$ cat config.mk
export PLATFORM = sky130hd
export DESIGN_NAME = sram_bus_arbiter
export DESIGN_NICKNAME = d
export VERILOG_FILES = /design/src/rtl/sram_bus_arbiter.sv
export SDC_FILE = /design/constraint.sdc
export NUM_CORES = 1
export LEC_CHECK = 0
export BUFFER_PORTS_ARGS = -buffer_cell sky130_fd_sc_hd__buf_4
export CAP_MARGIN = 20
export CORE_AREA = 2 2 126 128
export CTS_CLUSTER_DIAMETER = 80
export DETAILED_ROUTE_END_ITERATION = 7
export DIE_AREA = 0 0 128 130
export HOLD_SLACK_MARGIN = 0.02
export PLACE_DENSITY = 0.59
export REMOVE_ABC_BUFFERS = 1
export SYNTH_ARGS = -nofsm -noshare
export SYNTH_HDL_FRONTEND = slang
export SYNTH_SLANG_ARGS = --single-unit
$ cat constraint.sdc
create_clock -name clk -period 2.61 [get_ports clk]
set_clock_uncertainty 0.15 [all_clocks]
set_input_delay 0.522 -clock clk [delete_from_list [all_inputs] [get_ports clk]]
set_output_delay 0.522 -clock clk [all_outputs]
set_load 0.01 [all_outputs]
$ cat src/rtl/sram_bus_arbiter.sv
// Two-requester arbiter (instruction fetch / data) sharing one SRAM-like bus port.
// One transaction outstanding; data has priority, with a starvation guard for fetch.
module sram_bus_arbiter #(
  parameter int ADDR_W = 32,
  parameter int DATA_W = 32
) (
  input  logic                  clk,
  input  logic                  reset,

  input  logic                  inst_req,
  input  logic                  inst_wr,
  input  logic [1:0]            inst_size,
  input  logic [ADDR_W-1:0]     inst_addr,
  input  logic [DATA_W/8-1:0]   inst_wstrb,
  input  logic [DATA_W-1:0]     inst_wdata,
  output logic                  inst_addr_ok,
  output logic                  inst_data_ok,
  output logic [DATA_W-1:0]     inst_rdata,

  input  logic                  data_req,
  input  logic                  data_wr,
  input  logic [1:0]            data_size,
  input  logic [ADDR_W-1:0]     data_addr,
  input  logic [DATA_W/8-1:0]   data_wstrb,
  input  logic [DATA_W-1:0]     data_wdata,
  output logic                  data_addr_ok,
  output logic                  data_data_ok,
  output logic [DATA_W-1:0]     data_rdata,

  output logic                  bus_req,
  output logic                  bus_wr,
  output logic [1:0]            bus_size,
  output logic [ADDR_W-1:0]     bus_addr,
  output logic [DATA_W/8-1:0]   bus_wstrb,
  output logic [DATA_W-1:0]     bus_wdata,
  input  logic                  bus_addr_ok,
  input  logic                  bus_data_ok,
  input  logic [DATA_W-1:0]     bus_rdata
);

  typedef enum logic [1:0] {IDLE, REQ, RESP} state_t;

  state_t                state_q;
  logic                  owner_q;
  logic [2:0]            starve_cnt_q, starve_cnt_d;
  logic                  hold_wr_q;
  logic [1:0]            hold_size_q;
  logic [ADDR_W-1:0]     hold_addr_q;
  logic [DATA_W/8-1:0]   hold_wstrb_q;
  logic [DATA_W-1:0]     hold_wdata_q;

  logic grant_data, grant_inst, complete;

  // Fetch wins a contested grant only once data has won four times in a row.
  always_comb begin
    grant_data = 1'b0;
    grant_inst = 1'b0;
    if (!reset && state_q == IDLE) begin
      grant_data = data_req && !(inst_req && starve_cnt_q == 3'd4);
      grant_inst = inst_req && !grant_data;
    end
  end

  always_comb begin
    starve_cnt_d = '0;
    if (grant_data && inst_req)
      starve_cnt_d = (starve_cnt_q == 3'd4) ? 3'd4 : starve_cnt_q + 3'd1;
  end

  assign complete = !reset &&
                    ((state_q == REQ  && bus_addr_ok && bus_data_ok) ||
                     (state_q == RESP && bus_data_ok));

  assign inst_addr_ok = grant_inst;
  assign data_addr_ok = grant_data;
  assign inst_data_ok = complete && !owner_q;
  assign data_data_ok = complete &&  owner_q;
  assign inst_rdata   = bus_rdata;
  assign data_rdata   = bus_rdata;

  assign bus_req   = !reset && state_q == REQ;
  assign bus_wr    = hold_wr_q;
  assign bus_size  = hold_size_q;
  assign bus_addr  = hold_addr_q;
  assign bus_wstrb = hold_wstrb_q;
  assign bus_wdata = hold_wdata_q;

  always_ff @(posedge clk) begin
    if (reset) begin
      state_q      <= IDLE;
      owner_q      <= 1'b0;
      starve_cnt_q <= '0;
      hold_wr_q    <= 1'b0;
      hold_size_q  <= '0;
      hold_addr_q  <= '0;
      hold_wstrb_q <= '0;
      hold_wdata_q <= '0;
    end else begin
      case (state_q)
        IDLE: begin
          if (grant_data || grant_inst) begin
            owner_q      <= grant_data;
            starve_cnt_q <= starve_cnt_d;
            hold_wr_q    <= grant_data ? data_wr    : inst_wr;
            hold_size_q  <= grant_data ? data_size  : inst_size;
            hold_addr_q  <= grant_data ? data_addr  : inst_addr;
            hold_wstrb_q <= grant_data ? data_wstrb : inst_wstrb;
            hold_wdata_q <= grant_data ? data_wdata : inst_wdata;
            state_q      <= REQ;
          end
        end
        REQ: begin
          if (bus_addr_ok)
            state_q <= bus_data_ok ? IDLE : RESP;
        end
        RESP: begin
          if (bus_data_ok)
            state_q <= IDLE;
        end
        default: state_q <= IDLE;
      endcase
    end
  end

endmodule

==> metrics.cfg <==
[outcome]
status=finished clean

[worst_setup_path]
critPathCaptureType=output pin
crit_top_cell=buf_4
cp_slowest_cell=dfxtp_1
critical_path.startpoint=state_q[1]
cp_max_fo=5
slowest_delay_ns=0.33
crit_buf_inv=2
r2r_start=state_q[1]
start_kind=flop
crit_chain=buf_4, nor2b_1, a21oi_1, nor4bb_1, buf_4
path_class=flop to output pin
critPathTopFamily=simple AND/OR/NAND/NOR gates
required_ns=1.94
arrival_ns=1.66

[grt]
antenna_found_initial=0
use_met1_pct=26.3
groute.usage.overall_pct=20.8
top_usage_layer=met2
grtUsageMet3_pct=13.1
grt_pass1_vias=4692
grt_max_degree=72
grt_pass1_wl_um=26700
grt_overflow=0
met2_usage_pct=29.4

[floorplan]
rows=46
core-area_um2=15400
die_w_um=128
die_area_um2=16600
die_h_um=130
start_util_pct=27.9
pin_count=320

[pwr]
power_leakage_nw=2.43
power_density_nw_per_um2=583
power_mw=3.49
vdd_drop_max_uv=250

[timing]
final-setup-viol-count=0
finalSetupTns_ns=0
max_slew.worst_pin.slew_ns=0.993
relSlewSlack_pct=33.8
setup_ws_ns=0.277
fin_crit_sh_pct=89.4
fin_crit_ns=2.33
finalMaxSlewViolations=0
final_hold_viol_count=0
grt_setup_unrepaired=no
fmaxAchievable_mhz=429

[finish]
drive_gt1_share_pct=40.1
final_area_um2=5990
diodes=0
areaGrowthSynthToFinish_pct=39.2
nets=836

[synth]
synth_area_leader_cell=dfxtp_1
ys_seq_elements=77
synthAdderAreaFrac_pct=0.582
syn_inst=531
yosysUniqueCellTypes=32
ys_async_sr_fraction_pct=0
synth_xor_area_share_pct=0
synth_area_um2=4300
synth_area_leaders=dfxtp_1 (36%), buf_4 (11%), a311oi_1 (11%)
synth_top_area_share_pct=35.8
synth.top_cells.by_count=dfxtp_1 (77), nor4_1 (67), buf_4 (65)
avgSynthCellArea_um2=8.10
ys_seq_area_share_pct=35.8
synth_most_common_cell=dfxtp_1
synth-simple-area-share_pct=20.3
synth_mux_area_share_pct=0
synth_compound_area_share_pct=25.2
synth_warnings=0
synth_top_family_by_area=compound AO/OA/AOI/OAI gates
dominantRegCellSynth=dfxtp_1
synth_edf_count=0

[clocking]
post_cts.repair.setup_buffers=0
cts_buffers=9
hold_buffers=0
clk-insertion-delay-late_ns=0.34
cts_root_buf=clkbuf_16
clk_pin_slew_ns=0.05
cts_sinks=77
htree_levels=3
cts_buffer_depth=2
post_cts_resized=0
cts_tree=built

[drt]
wl_um=18000
first_pass_iters=4
wire_per_inst_um=21.1
routed_via_density=5.74
drtIter0Drc=303
ant_nets=0
route.detailed.drc=0
vias=4885

[min_path]
worstHoldStart=bus_data_ok
hp-class=input pin to flop

[job]
cap_violations=0

[placed_design]
hpwl_um=12700
postPlaceCellArea_um2=5700
routabilityCongestion=0.818
dp_slack_ns=0.348
port_buffers=223

==> metal layers <==
| layer | up-vias | part of all wire, % |
|---|---|---|
| li1 | 2207 | - |
| met1 | 2340 | 42 |
| met2 | 321 | 42 |
| met3 | 15 | 14 |
| met4 | 2 | 0.83 |
| met5 | - | 0.23 |
==> per-stage QoR <==
stage | util [%] | cells | hold WS, ns
2_1_floorplan | - | 401 | 0.307
3_3_place_gp | 37.0 | 835 | 0.325
3_5_place_dp | 37.0 | 835 | 0.328
4_1_cts | 38.8 | 851 | 0.195
5_1_grt | 38.8 | 851 | 0.201
6_report | 38.8 | 851 | 0.214
==> logic make-up after synthesis <==
| group | Yosys count |
|---|---|
| buf+inv | 134 |
| compound gates | 153 |
| simple gates | 165 |
| flops | 77 |
| fa+ha+maj | 2 |
==> registers in the layout, summed over array words and instances (netlist names) <==
signal and cells:
bus_addr 32, bus_wdata 32, bus_wstrb 4, starve_cnt_q 3, bus_size 2, state_q 2
bus_wr 1, owner_q 1
==> area by class of cell <==
cell class | count | area [µm²]
Inverter | 4 | 15.0
Multi-Input combinational cell | 320 | 2010
Clock buffer | 12 | 236
Tap cell | 192 | 240
Fill cell | 1584 | 9440
Sequential cell | 77 | 1540
Clock inverter | 4 | 48.8
Timing Repair Buffer | 242 | 1890
==> cell usage in the layout (no fill, tap or decap), drive strengths merged <==
master and n:
bufinv 1, a21oi 48, clkinv 3, nand4 2
and3 1, nand2b 1, nor4b 2, nor2b 3
or2 1, nor4bb 1, dfxtp 77, nand3 3
nor2 3, o21ai 3, a21boi 1, nor4 67
ha 2, a31oi 1, nor3 22, or3 1
nand2 56, o31ai 24, a211oi 24, inv 4
nand3b 1, clkbuf 12, a311oi 52, or4b 1
buf 242
==> path summary, 6_finish.rpt <==
kind | end | slack [ns] | depth (start not counted)
hold / removal | state_q[1] | 0.21 | 2
setup / recovery | data_data_ok | 0.28 | 5
hold reg to reg | owner_q | 0.34 | 2
setup reg to reg | bus_wdata[16] | 0.63 | 5
==> report_power, final <==
part | switching, mW | total [mW] | leakage, nW | internal [mW]
combinational | 0.431 | 0.876 | 1.65 | 0.444
sequential | 0.0709 | 1.37 | 0.640 | 1.30
clock | 0.507 | 1.25 | 0.141 | 0.741
total | 1.01 | 3.49 | 2.43 | 2.48
(Power assumes the default switching activity.)
